$ cat config.mk
export PLATFORM = sky130hd
export DESIGN_NAME = vocab_port_arbiter
export DESIGN_NICKNAME = d
export VERILOG_FILES = /design/src/rtl/vocab_port_arbiter.sv
export SDC_FILE = /design/constraint.sdc
export NUM_CORES = 1
export LEC_CHECK = 0
export BUFFER_PORTS_ARGS = -buffer_cell sky130_fd_sc_hd__clkbuf_2
export CAP_MARGIN = 10
export CELL_PAD_IN_SITES_DETAIL_PLACEMENT = 1
export CELL_PAD_IN_SITES_GLOBAL_PLACEMENT = 1
export CORE_MARGIN = 3
export CORE_UTILIZATION = 35
export DETAILED_ROUTE_END_ITERATION = 10
export GPL_TIMING_DRIVEN = 0
export PLACE_DENSITY = 0.77
export SLEW_MARGIN = 20
export SYNTH_ARGS = -nofsm -noshare
export SYNTH_HDL_FRONTEND = slang
export SYNTH_SLANG_ARGS = --single-unit
$ cat constraint.sdc
create_clock -name clk -period 2.6 [get_ports clk]
set_clock_uncertainty 0.05 [all_clocks]
set_input_delay 0.52 -clock clk [delete_from_list [all_inputs] [get_ports clk]]
set_output_delay 0.52 -clock clk [all_outputs]
set_load 0.01 [all_outputs]
$ cat src/rtl/vocab_port_arbiter.sv
`default_nettype none
// ============================================================================
// Module   : vocab_port_arbiter
// Desc     : Round-robin, scan-locked arbiter sharing one vocab memory read
//            port among NUM_REQ matchers; read data is routed back through a
//            tag pipeline. Define ARB_TIMEOUT_EN to add a stalled-owner
//            watchdog (parameter TIMEOUT, output timeout_err).
// Revision : 1.0 - initial release
// ============================================================================
module vocab_port_arbiter #(
    parameter int NUM_REQ     = 4,
    parameter int ADDR_WIDTH  = 4,
    parameter int WORD_LENGTH = 3,
    parameter int DATA_WIDTH  = 8,
    parameter int MEM_LATENCY = 1
`ifdef ARB_TIMEOUT_EN
    ,
    parameter int TIMEOUT     = 8
`endif
) (
    input  logic                              clk,
    input  logic                              rst_n,
    input  logic [NUM_REQ-1:0]                req,
    input  logic [NUM_REQ*ADDR_WIDTH-1:0]     req_addr,
    input  logic [NUM_REQ-1:0]                req_last,
    output logic [NUM_REQ-1:0]                gnt,
    output logic                              mem_en,
    output logic [ADDR_WIDTH-1:0]             mem_addr,
    input  logic [WORD_LENGTH*DATA_WIDTH-1:0] mem_rdata,
    output logic [NUM_REQ-1:0]                rsp_valid,
    output logic [WORD_LENGTH*DATA_WIDTH-1:0] rsp_data,
    output logic                              busy
`ifdef ARB_TIMEOUT_EN
    ,
    output logic                              timeout_err
`endif
);

    localparam int                c_ID_W    = (NUM_REQ > 1) ? $clog2(NUM_REQ) : 1;
    localparam logic [c_ID_W-1:0] c_LAST_ID = c_ID_W'(NUM_REQ - 1);
    localparam logic [c_ID_W-1:0] c_ID_ONE  = c_ID_W'(1);

    typedef enum logic [0:0] {
        S_IDLE = 1'b0,
        S_LOCK = 1'b1
    } state_t;

    state_t                  r_state;
    state_t                  w_nxt_state;
    logic [c_ID_W-1:0]       r_owner;
    logic [c_ID_W-1:0]       w_nxt_owner;
    logic [c_ID_W-1:0]       r_rr_ptr;
    logic [c_ID_W-1:0]       w_nxt_rr_ptr;
    logic [c_ID_W-1:0]       w_pick;
    logic [c_ID_W-1:0]       w_scan;
    logic                    w_any_req;
    logic                    w_accept;
    logic                    w_force_rel;
    logic [NUM_REQ-1:0]      w_nxt_gnt;
    logic                    w_nxt_mem_en;
    logic [ADDR_WIDTH-1:0]   w_nxt_mem_addr;
    logic [ADDR_WIDTH-1:0]   w_addr [NUM_REQ];
    logic [MEM_LATENCY:0]    r_tag_vld;
    logic [c_ID_W-1:0]       r_tag_id [MEM_LATENCY+1];

    function automatic logic [c_ID_W-1:0] f_wrap_inc(input logic [c_ID_W-1:0] id);
        return (id == c_LAST_ID) ? '0 : id + c_ID_ONE;
    endfunction

    genvar gi;
    generate
        for (gi = 0; gi < NUM_REQ; gi++) begin : g_unpack
            assign w_addr[gi] = req_addr[gi*ADDR_WIDTH +: ADDR_WIDTH];
        end
    endgenerate

    // First requester at or after the round-robin pointer, wrapping around.
    always_comb begin
        w_any_req = 1'b0;
        w_pick    = '0;
        w_scan    = r_rr_ptr;
        for (int k = 0; k < NUM_REQ; k++) begin
            if (!w_any_req && req[w_scan]) begin
                w_any_req = 1'b1;
                w_pick    = w_scan;
            end
            w_scan = f_wrap_inc(w_scan);
        end
    end

    assign w_accept = (r_state == S_LOCK) && req[r_owner] && gnt[r_owner];

`ifdef ARB_TIMEOUT_EN
    localparam int c_TO_W = $clog2(TIMEOUT + 1);

    logic [c_TO_W-1:0] r_to_cnt;

    assign w_force_rel = (r_state == S_LOCK) && !w_accept &&
                         (r_to_cnt == c_TO_W'(TIMEOUT - 1));

    always_ff @(posedge clk or negedge rst_n) begin
        if (!rst_n) begin
            r_to_cnt    <= '0;
            timeout_err <= 1'b0;
        end else begin
            timeout_err <= w_force_rel;
            if ((r_state != S_LOCK) || w_accept || w_force_rel) begin
                r_to_cnt <= '0;
            end else begin
                r_to_cnt <= r_to_cnt + c_TO_W'(1);
            end
        end
    end
`else
    assign w_force_rel = 1'b0;
`endif

    always_comb begin
        w_nxt_state    = r_state;
        w_nxt_owner    = r_owner;
        w_nxt_rr_ptr   = r_rr_ptr;
        w_nxt_gnt      = gnt;
        w_nxt_mem_en   = 1'b0;
        w_nxt_mem_addr = mem_addr;
        case (r_state)
            S_IDLE: begin
                if (w_any_req) begin
                    w_nxt_state       = S_LOCK;
                    w_nxt_owner       = w_pick;
                    w_nxt_rr_ptr      = f_wrap_inc(w_pick);
                    w_nxt_gnt         = '0;
                    w_nxt_gnt[w_pick] = 1'b1;
                end
            end
            S_LOCK: begin
                if (w_accept) begin
                    w_nxt_mem_en   = 1'b1;
                    w_nxt_mem_addr = w_addr[r_owner];
                end
                // Grant drops on the final access; arbitration resumes next edge.
                if ((w_accept && req_last[r_owner]) || w_force_rel) begin
                    w_nxt_state = S_IDLE;
                    w_nxt_gnt   = '0;
                end
            end
        endcase
    end

    always_ff @(posedge clk or negedge rst_n) begin
        if (!rst_n) begin
            r_state  <= S_IDLE;
            r_owner  <= '0;
            r_rr_ptr <= '0;
            gnt      <= '0;
            mem_en   <= 1'b0;
            mem_addr <= '0;
        end else begin
            r_state  <= w_nxt_state;
            r_owner  <= w_nxt_owner;
            r_rr_ptr <= w_nxt_rr_ptr;
            gnt      <= w_nxt_gnt;
            mem_en   <= w_nxt_mem_en;
            mem_addr <= w_nxt_mem_addr;
        end
    end

    // Tags ride alongside the read so data returns to the issuing matcher
    // even after the grant has moved to someone else.
    always_ff @(posedge clk or negedge rst_n) begin
        if (!rst_n) begin
            r_tag_vld <= '0;
            for (int i = 0; i <= MEM_LATENCY; i++) begin
                r_tag_id[i] <= '0;
            end
            rsp_valid <= '0;
            rsp_data  <= '0;
        end else begin
            r_tag_vld[0] <= w_accept;
            r_tag_id[0]  <= r_owner;
            for (int i = 1; i <= MEM_LATENCY; i++) begin
                r_tag_vld[i] <= r_tag_vld[i-1];
                r_tag_id[i]  <= r_tag_id[i-1];
            end
            rsp_valid <= '0;
            if (r_tag_vld[MEM_LATENCY]) begin
                rsp_valid[r_tag_id[MEM_LATENCY]] <= 1'b1;
                rsp_data                         <= mem_rdata;
            end
        end
    end

    assign busy = (r_state == S_LOCK) || (|r_tag_vld);

endmodule
`default_nettype wire

==> reports/results.txt, run 1 <==
The final critical path takes up 101% of the cycle. Clock-pin slew was measured on the worst setup and hold paths at 90 ps. The number of inserted filler cells in the final layout was 719. The initial standard-cell utilization of the core is 36.8%, and the distinct cell type count of the synthesized netlist is 51. The die is 88.6 um tall. For this run, the slowest stage of the critical path takes 480 ps. The tools report the endpoint of the most critical setup path as r_rr_ptr[1].

The worst register-to-register path has a setup slack of -30 ps. After detailed routing, the number of vias per cell comes to 5.21. The run gives 0.00117 mm^2 as the area taken by multi-input logic gates. Critical setup path kind: flip-flop to flip-flop. Before antenna repair, the detailed router went through 4 iterations. Before CTS, the worst setup slack after placement is -476 ps. The warning count from the yosys run is 0, and the async set-or-reset flop fraction in the synthesized netlist is 100%. The worst-case IR drop observed on VDD is 0.526 mV. The run gives 0.00239 mm^2 as the synthesized area. Measured on the finished design, the core utilization comes to 49.4%. Detailed routing inserted a total of 1877 vias. The root cell of the clock tree is clkbuf_8. For the count of nets after finishing, the log shows 337. The worst setup margin was -32.6 ps.

The tools report the final count of negative-setup-slack endpoints as 2. In this run the worst hold path is classified as primary input to async pin. Row generation in the floorplan step produced 29 rows. The tools report the cell area reported after detailed placement as 0.00292 mm^2.

Counting cells, the worst reg-to-reg path comes to 8. The congestion estimate from routability-driven global placement came to 0.839. The global-route wire length before repair was 9200 um; the count of nets left with antenna violations after detail routing was 0. The tools report the endpoint of the most critical register-to-register path as r_rr_ptr[1].

No sink is reached through more buffers than the 2 on the longest clock path. The run gives 380 MHz as the maximum clock rate. Setup total negative slack on the finished layout was measured at -40.7 ps. The cell with the largest stage delay on the worst path was or4b_4.

Largest fanout on the critical path: 9. Total leakage power: 0.00152 uW. Setup repair after global routing could not meet its margin everywhere. In this run the standard cell core region covers 0.00649 mm^2.

Once placement completed, the tool counted placed cells totaling 342. Registers take 0.00120 mm^2. The tools report the depth of the CTS H-tree as 2. The tools report the half-perimeter wire length of the detailed placement result as 4400 um.

The finished layout holds 360 standard cells, fillers aside. Max-cap violations in this run came to 0. In the global route stage, overall resource usage came out at 15.4%.

For this design, the CTS-stage hold fixing added 0 buffers. The power per cell area is 1410 mW/mm^2. From left edge to right edge, the die measures 88.6 um. 0 antenna diodes ended up in the layout. The nature of the critical path startpoint is a flip-flop. The kind of end point of the critical path is a flip-flop. Origin of the worst setup path: r_rr_ptr[1]. In the synthesized netlist the dominant register cell turns out to be dfrtp_1.

In this run the tightest slew margin relative to its limit is 56.6%. The final hold violation count was 0. In this run the critical register-to-register path is launched from r_rr_ptr[1]. For this block, the routed nets add up to 6100 um of wire. At the later pin of the worst-skew pair, clock insertion delay measures 300 ps. The cell count after synthesis was 179.

In this run, synthesis produced a sequential element count of 48. 88 I/O pins were placed. Once layout is done, the placed cells without fillers occupy 0.00321 mm^2. The routed length per instance is 17.0 um, and the overall overflow remaining after global route is 0. The post-synthesis average cell area was 13.3 um^2; the die footprint was 0.00785 mm^2. The net count after synthesis is 234, and the maximum number of pins on one net before global-route repair is 49.

Clock tree synthesis found a total of 48 sinks. The fraction of final layout cells sized beyond drive strength 1 came out at 58.3%. The synthesis-to-finish area growth was 34.3%; the sequential-to-total area share from yosys stat was 50.3%. In this run, synthesis inferred 0 flip-flops with an integrated enable. The routed design could run at a clock period as short as 2630 ps.

At the pin with the least slew margin, the transition time is 650 ps. The checks that failed: setup timing. At the worst endpoint, the arrival time is 2770 ps. The run finished, with violations left.

The run gives 2740 ps as the data required time of the worst path. The logs give 0 for the initial antenna violation count and 35 for the number of DRC violations after detailed-routing iteration 0. In the routed design, unresolved DRC markers number 0. TritonCTS built the clock tree.

The signal on the critical path passes through ha_4 > or4b_4 > o2111ai_4 > a21o_1 > and2_4 > a32oi_2 > ha_1 > mux2_4. The via count of the first global-routing pass is 1825. Buffers inserted during clock tree synthesis total 5. The count of pins over their slew limit came out at 0.

Buffers placed on the I/O ports in this run total 86.
[power breakdown]
group / leakage, uW / switching, uW / internal [uW]
clock network: 0.0000614 / 249 / 315
logic: 0.000885 / 1300 / 1370
registers: 0.000573 / 188 / 1100
total: 0.00152 / 1730 / 2780
[Yosys cell counts, types with 2 or more instances]
cell type	count	area, um^2
nand3_1	3	15.0
mux4_2	7	158
o31ai_1	2	15.0
mux2_2	31	349
buf_6	4	45.0
inv_1	3	11.3
and3_1	3	18.8
o21ai_0	2	10.0
nor2_1	6	22.5
nand2b_1	2	12.5
a21oi_1	4	20.0
nor3_1	4	20.0
dfrtp_1	48	1200
clkbuf_1	8	30.0
nand2_1	3	11.3
a22o_1	4	35.0
and3b_1	3	26.3
ha_1	5	62.6
nand3b_1	3	22.5
o2bb2ai_1	2	17.5
buf_2	2	10.0
[sequential cells by signal (all words and copies together) (netlist names)]
signal	cells
gnt	4
r_state	1
r_tag_vld	2
r_rr_ptr	2
rsp_valid	4
mem_addr	4
r_owner	2
mem_en	1
rsp_data	24
r_tag_id	4
[through the flow]
step / total power (uW) / hold WS (ps)
2_1_floorplan: 2840 / 174
3_3_place_gp: 3450 / 283
3_5_place_dp: 3530 / 287
4_1_cts: 4450 / 229
5_1_grt: 4860 / 266
6_report: 4520 / 214
[worst min-delay path by stage]
stage | slack (ps) | depth (start not counted) | startpoint | to
2_1_floorplan | 170 | 0 | rst_n | gnt[0]
3_3_place_gp | 280 | 0 | r_tag_id[2] | r_tag_id[0]
3_5_place_dp | 290 | 0 | r_tag_id[3] | r_tag_id[1]
4_1_cts | 230 | 1 | rst_n | rsp_data[16]
5_1_grt | 270 | 1 | rst_n | rsp_data[17]
6_report | 210 | 1 | rst_n | rsp_data[16]
[layout make-up]
| type | instances | share of cell area (%) |
|---|---|---|
| flip-flops and latches | 48 | 37.5 |
| multi-input cells | 113 | 36.6 |
| repair buffers | 99 | 16.5 |
| well taps | 77 | 3.00 |
| clock buffers | 6 | 2.58 |
| plain buffers | 12 | 2.18 |
| clock inverters | 2 | 1.21 |
| inverters | 3 | 0.351 |
[placed cells by master, fill, tap and decap left out, types with 2 or more instances in the layout]
cell type	n
nor2_1	6
nor3_1	4
buf_6	3
a22o_1	4
and3b_1	3
dfrtp_1	47
mux2i_4	2
nand3b_1	3
a21oi_1	4
and3_1	3
clkbuf_1	6
nand3_1	3
nand2_1	3
inv_1	3
clkbuf_8	6
mux4_2	7
mux2_2	31
ha_1	3
buf_4	13
clkbuf_2	86
o2bb2ai_1	2
or4b_4	2
nand2b_1	2
[kinds of logic after synthesis]
kind of cell	Yosys count	share of synthesized area (%)
AOI/OAI and AO/OA	29	9.95
xor gates and xnor gates	1	0.367
adders and majority gates	5	2.62
buffers and inverters	18	4.19
DFF	48	50.3
muxes	41	22.8
and+or+nand+nor	37	9.74
[layer usage]
metal | GRT usage (%) | wire [um] | vias up
met4 | 3.30 | 50 | 0
met1 | 19.5 | 2570 | 934
met2 | 26.6 | 3200 | 57
met5 | 0 | 0 | -
li1 | - | - | 882
met3 | 3.82 | 284 | 4
[critical path: cells and delay by family, from the launching register on]
| kind | cells | cell delay (ps) |
|---|---|---|
| multiplexers | 1 | 250 |
| flip-flops | 1 | 450 |
| adder cells (fa/ha/maj) | 2 | 640 |
| AND/OR/NAND/NOR | 2 | 680 |
| AO/OA/AOI/OAI | 3 | 440 |
[what timing repair did]
| action | CTS | global route |
|---|---|---|
| buffers inserted | 11 | 2 |
| gates resized for setup | 16 | 3 |
| endpoints found under the hold margin | 0 | 0 |
| pin swaps | 9 | 3 |
| setup endpoints to repair | 5 | 4 |
Power figures use the tool's default switching activity.
==> run 2, diff against run 1 <==
--- a/config.mk
+++ b/config.mk
@@ -12,7 +12,6 @@
 export CORE_MARGIN = 3
 export CORE_UTILIZATION = 35
 export DETAILED_ROUTE_END_ITERATION = 10
-export GPL_TIMING_DRIVEN = 0
 export PLACE_DENSITY = 0.77
 export SLEW_MARGIN = 20
 export SYNTH_ARGS = -nofsm -noshare
==> reports/results.txt, run 2 (synthesis gave the netlist of run 1 again) <==
The run finished with clean final reports. Overall overflow remaining after global route: 0. The wire length after detailed routing was 6100 um; the count of pins over their slew limit was 0. In the final timing run, aggregate negative setup slack is 0 ps. The power per cell area was 1410 mW/mm^2; the maximum clock rate was 390 MHz.

The share of the core filled with cells is 49.2%, and the slack of the worst reg-to-reg path is 40 ps. Entering global routing, the biggest net connects 49 pins. For the worst setup path, the data required time is 2740 ps.

Area taken by multi-input logic gates: 0.00113 mm^2. The run gives 245 ps as the final hold slack. The tools report the total number of clock tree sinks as 48.

The via count of the first global-routing pass is 1997. Across the VDD grid, the largest voltage drop is 0.631 mV. TritonCTS created 5 clock buffers.

In the global route stage, overall resource usage came out at 16.1%. CTS built an H-tree with a depth of 2. STA classifies the critical path startpoint as a flip-flop.

Class of the tightest hold or removal check: primary input to async pin. Among the stages of the critical path, the cell type that occurs most often is buf_4. For this design the total switching power over the nets is 1670 uW.

Traced cell by cell, the critical path runs through ha_4 > buf_4 > buf_4 > xor2_1 > o31ai_1 > a221o_1 > nand2_2 > a32oi_2 > ha_1 > mux2_4. In this run the count of I/O pins placed on the die edge is 88. Counting the fill cells in the layout gives 714. In this run the critical register-to-register path is launched from r_rr_ptr[1]. The number of detailed-routing iterations run before antenna repair is 4. The number of antenna diodes was 0; the vertical die dimension was 88.6 um.

The tools report the placement row count as 29. Data arrival time at the worst-slack endpoint: 2710 ps. The count of nets after finishing came out at 337. Setup repair after global routing could not meet its margin everywhere. The total leakage power came out at 0.00154 uW.

Setup violations remaining at the end of the flow were counted as 0. The number of hold buffers added after CTS was 0. No sink is reached through more buffers than the 2 on the longest clock path. For the number of DRC violations after detailed-routing iteration 0, the log shows 62.

The synthesis-to-finish area growth is 33.8%, and the met3 capacity usage during global routing is 3.35%. The cell-internal power was 2820 uW; the met1 routing resource usage after global routing was 19.2%. More flip-flops sit in one register than any other, and that register is rsp_data. After layout, the design draws a total of 4490 uW. STA classifies the critical path endpoint as a flip-flop. The kind of cell with the highest combined delay along the critical path is compound AO/OA/AOI/OAI gates. The flip-flop count of the largest register, all copies and words added came out at 24. Busiest metal layer after global routing: met2.

TritonCTS built the clock tree. The sequential cell area was 0.00120 mm^2; the clock-pin slew reported for the worst setup and hold paths after clock tree synthesis was 100 ps. In this run the clock root is driven by a clkbuf_8.

The final route contains 1903 vias. Overall die width: 88.6 um. By startpoint and endpoint, the worst setup path is classified as flip-flop to flip-flop. The fraction of the cycle the final worst path needs is 98.6%, and the fraction of final layout cells sized beyond drive strength 1 is 59.4%. The number of cells after detailed placement came out at 351.

The die footprint is 0.00785 mm^2, and the number of cell instances on the worst register-to-register path is 10. Switching portion of total power: 37.2%. The logs give 9580 um for the global-route wire length before repair and 29.8% for the sequential fraction of design power. Of the total power, the clock network draws 14.4%.

The placeable core area is 0.00649 mm^2, and the combinational share of power is 55.8%. The routed via count divided by cell count came out at 5.29. Once the floorplan was initialized, standard cells occupied 36.8% of the core. The clock latency of the later-clocked register in the worst-skew pair was 310 ps.

Routability-driven placement finished with a final weighted congestion of 0.838. The logs give 0 for the initial antenna violation count and 0 for the post-detailed-route DRC marker count. The count of nets left with antenna violations after detail routing is 0, and the critical path's largest stage delay is 420 ps.

Along the worst path, the maximum fanout reaches 9. The worst slew margin relative to its limit was 60.4%. After layout, the minimum clock period comes to 2560 ps. The run gives 0 as the max-cap check violation count. For this design, the slowest cell found on the critical path is dfrtp_1. After detailed routing, the average wire length per cell comes to 16.9 um. Global routing used 28.0% of the available met2 tracks. The final hold violation count was 0. The count of cells in the finished layout, fillers not included, comes to 360.

During placement, the flow inserted port buffers numbering 87. The library cells used most frequently in the layout, excluding fill and tap cells, are clkbuf_2, dfrtp_1, mux2_2. The endpoint of the most critical register-to-register path was r_rr_ptr[1].

The most common cell after layout, fill and taps aside is clkbuf_2. The half-perimeter wire length of the detailed placement result is 4690 um. For the pin with the worst max-slew slack, the measured transition is 595 ps.

The worst path buffer plus inverter count works out to 2.
==> run 2: cell types whose count changed in the layout (fill, tap and decap cells not counted), sizes merged <==
cell / delta
buf: +6
clkinv: -1
inv: +1
bufinv: +1
clkbuf: -7
==> run 2: routing by layer <==
layer | share of wire [%] | up-vias | routed length, um
met2 | 54 | 64 | 3260
met4 | 1.8 | 0 | 107
li1 | - | 882 | -
met1 | 40 | 949 | 2410
met5 | 0 | - | 0
met3 | 5.1 | 8 | 314
==> run 2: power by group through the flow <==
stage	combinational, uW	sequential [uW]	clock (uW)
after floorplan	1430	1410	0
after global placement	2310	1320	0
after detailed placement	2380	1350	0
after CTS	2460	1350	670
after global routing	2720	1390	708
final	2510	1340	648
==> run 2: final cells by class <==
type                       instances  area share (%)
multi-input combinational        113            35.5
sequential                        48            37.6
tap                               77            3.01
clock inverter                     3            2.15
inverter                           3           0.352
clock buffer                       5            2.15
timing repair buffer             111            19.3
==> run 2: per-stage QoR <==
step / instance area [um^2] / setup slack, ps
finish: 3200 / 35.9
global route: 3200 / -53.6
CTS: 3170 / 3.15
detailed placement: 3000 / -160
global placement: 3000 / -25.1
floorplan: 2390 / -70.5
==> run 2: worst max-delay path by stage <==
stage | from | endpoint | depth (start not counted)
floorplan | r_rr_ptr[1] | r_rr_ptr[1] | 10
global placement | r_rr_ptr[0] | r_rr_ptr[1] | 8
detailed placement | r_rr_ptr[0] | r_rr_ptr[1] | 8
CTS | r_rr_ptr[0] | r_rr_ptr[1] | 8
global route | r_rr_ptr[1] | r_rr_ptr[1] | 10
finish | r_rr_ptr[1] | r_rr_ptr[1] | 10
==> run 2: repair_timing <==
item | in CTS | in global routing
setup buffers | 0 | 1
setup endpoints to repair | 5 | 3
pin swaps | 0 | 3
resized for setup | 4 | 4
==> run 3, diff against run 2 <==
--- a/config.mk
+++ b/config.mk
@@ -12,7 +12,8 @@
 export CORE_MARGIN = 3
 export CORE_UTILIZATION = 35
 export DETAILED_ROUTE_END_ITERATION = 10
-export PLACE_DENSITY = 0.77
+export PLACE_DENSITY = 0.75
+export SETUP_SLACK_MARGIN = 0.05
 export SLEW_MARGIN = 20
 export SYNTH_ARGS = -nofsm -noshare
 export SYNTH_HDL_FRONTEND = slang
==> constraint.sdc (replaced) <==
create_clock -name clk -period 2.8 [get_ports clk]
set_clock_uncertainty 0.05 [all_clocks]
set_input_delay 0.56 -clock clk [delete_from_list [all_inputs] [get_ports clk]]
set_output_delay 0.56 -clock clk [all_outputs]
set_load 0.01 [all_outputs]
==> reports/results.txt, run 3 (synthesis gave the netlist of run 1 again) <==
Global routing consumed, on the met1 layer, 18.1% of the routing resources. The floorplan step defined a die boundary enclosing 0.00785 mm^2. The met2 usage in global routing is 24.9%.

Detailed routing inserted a total of 1842 vias. Root cell of the clock tree: clkbuf_8. In this run, CTS created clock tree buffers numbering 5. The final hold violation count was 0; the data required time of the worst path was 2940 ps. Dividing the detail-routed wire length by the instance count gives 16.4 um.

Vertical die dimension: 88.6 um. The flow ran to the end, and the final reports show no timing, DRC or antenna violations. The critical path's largest stage delay works out to 420 ps. The switching portion of total power is 37.1%.

Cells with a size suffix above 1 make up 57.5% of the layout. Entering global routing, the biggest net connects 49 pins. The H-tree was split into 2 levels. The final count of negative-setup-slack endpoints is 0. The routed via count divided by cell count works out to 5.23. The largest fanout on the critical path was 11. OpenSTA, run right after detailed placement, puts the worst setup slack at 41.9 ps.

The library cells used most frequently in the layout, excluding fill and tap cells, are clkbuf_2, dfrtp_1, mux2_2. The finished cells cover 0.00310 mm^2. The min-delay analysis places its worst path in the category primary input to async pin. The analysis attributes to net switching a power of 1450 uW. The half-perimeter wire length of the detailed placement result is 4460 um, and the clock-pin slew reported for the worst setup and hold paths after clock tree synthesis is 90 ps. Measured against its own limit, the worst slew margin works out to 60.0%. Count of pins over their slew limit: 0. The library cell used most frequently in the layout, excluding fill and tap cells, is clkbuf_2. After routing, the total negative slack on setup checks comes to 0 ps.

In this design, the largest share of critical-path delay is due to multiplexers. The run gives 48 as the total number of clock tree sinks. The worst-case IR drop observed on VDD is 0.441 mV.

Sequential cells account for 31.5% of the total power. The wire length after detailed routing is 5760 um, and the initial standard-cell utilization of the core is 36.8%. The clock period minus worst slack works out to 2640 ps.

The overall die width works out to 88.6 um. The overall fraction of global-route tracks in use is 14.2%, and the number of detailed-routing iterations run before antenna repair is 4. The synthesis-to-finish area growth was 29.8%; the total leakage power was 0.00150 uW.

The transition time of the tightest slew-check pin was 600 ps. TritonCTS built the clock tree. The run gives 290 ps as the clock latency of the later-clocked register in the worst-skew pair. Busiest metal layer after global routing: met2. The tools report the count of nets left with antenna violations after detail routing as 0. Dividing the final minimum period by the clock period gives 94.4%. The register with the most flip-flops in the layout has 24 of them. The worst path buffer plus inverter count was 0. Derived from the worst setup path, the maximum achievable clock frequency is 378 MHz.

The logs give 2470 uW for the cell-internal power and 0.00295 mm^2 for the cell area reported after detailed placement. The number of setup buffers added after CTS is 0. The worst setup margin is 156 ps.

Setup repair after global routing left no endpoint under its margin. Register with the most flip-flops: rsp_data. The tools report the worst-case clock buffer depth as 2. The first global-routing pass estimated 8650 um of wire. Number of buffer cells added on primary ports: 87. The cell with the largest stage delay on the worst path was dfrtp_1. Of the total power, combinational logic draws 54.8%. The count of nets after finishing is 329. Critical setup path kind: flip-flop to flip-flop.

After global routing the overflow that remains totals 0. The final RePlAce weighted congestion came out at 0.843. For the worst setup path, the data arrival time is 2780 ps. In this run the core area contains 29 standard-cell rows.

In the routed design, unresolved DRC markers number 0. Met3 capacity usage during global routing: 2.98%. The via count of the first global-routing pass was 1824; the number of antenna diodes was 0. Per report_power, the clock group accounts for 13.7% of the total. Kind of end point of the critical path: a flip-flop. Dividing total power by cell area gives a power density of 1270 mW/mm^2. Traced cell by cell, the critical path runs through ha_4 > mux2_2 > mux2i_2 > a221o_1 > nand2_1 > a32oi_2 > ha_1 > mux2_4. The initial antenna violation count came out at 0. The max-cap check violation count was 0; the number of DRC violations after detailed-routing iteration 0 was 48.

The nature of the critical path startpoint is a flip-flop. The I/O pin count came out at 88. The floorplan step defined a core boundary enclosing 0.00649 mm^2.
## run 3: final timing paths
check / startpoint / endpoint / slack (ps) / cells after the start
max: r_rr_ptr[0] / r_rr_ptr[1] / 160 / 8
min: rst_n / rsp_data[1] / 300 / 2
max reg2reg: r_rr_ptr[0] / r_rr_ptr[1] / 160 / 8
min reg2reg: r_tag_id[2] / r_tag_id[0] / 300 / 0
max in group asynchronous: rst_n / rsp_data[19] / 1990 / 2
min in group clk: r_tag_id[2] / r_tag_id[0] / 300 / 0
## run 3: layer usage
layer,wire (um),up-vias
li1,-,862
met1,2400,926
met2,3100,50
met3,232,4
met4,33,0
met5,0,-
## run 3: timing repair
| item | CTS | global route |
|---|---|---|
| resized for setup | 1 | 3 |
| setup endpoints to repair | 1 | 3 |
| hold buffers | 0 | 0 |
## run 3: layout make-up
type	instances	area, um^2
sequential	48	1200
clock buffer	7	96.3
fill	720	3400
tap	77	96.3
multi-input combinational	113	1110
timing repair buffer	103	556
inverter	3	11.3
clock inverter	1	30.0
## run 3: metrics by stage
| stage | std cells | utilization (%) | hold WS [ps] | power (uW) |
|---|---|---|---|---|
| 6_report | 352 | 47.7 | 302 | 3920 |
| 3_3_place_gp | 344 | 45.4 | 282 | 3300 |
| 3_5_place_dp | 344 | 45.4 | 287 | 3370 |
| 5_1_grt | 352 | 47.7 | 318 | 4230 |
| 2_1_floorplan | 179 | - | 214 | 2630 |
| 4_1_cts | 352 | 47.4 | 304 | 3920 |
## run 3: power groups by stage
stage,Sequential (uW),Clock (uW),Combinational [uW]
final,1240,537,2150
after global routing,1280,589,2350
after CTS,1240,552,2130
after detailed placement,1250,0,2120
after global placement,1230,0,2070
after floorplan,1310,0,1330
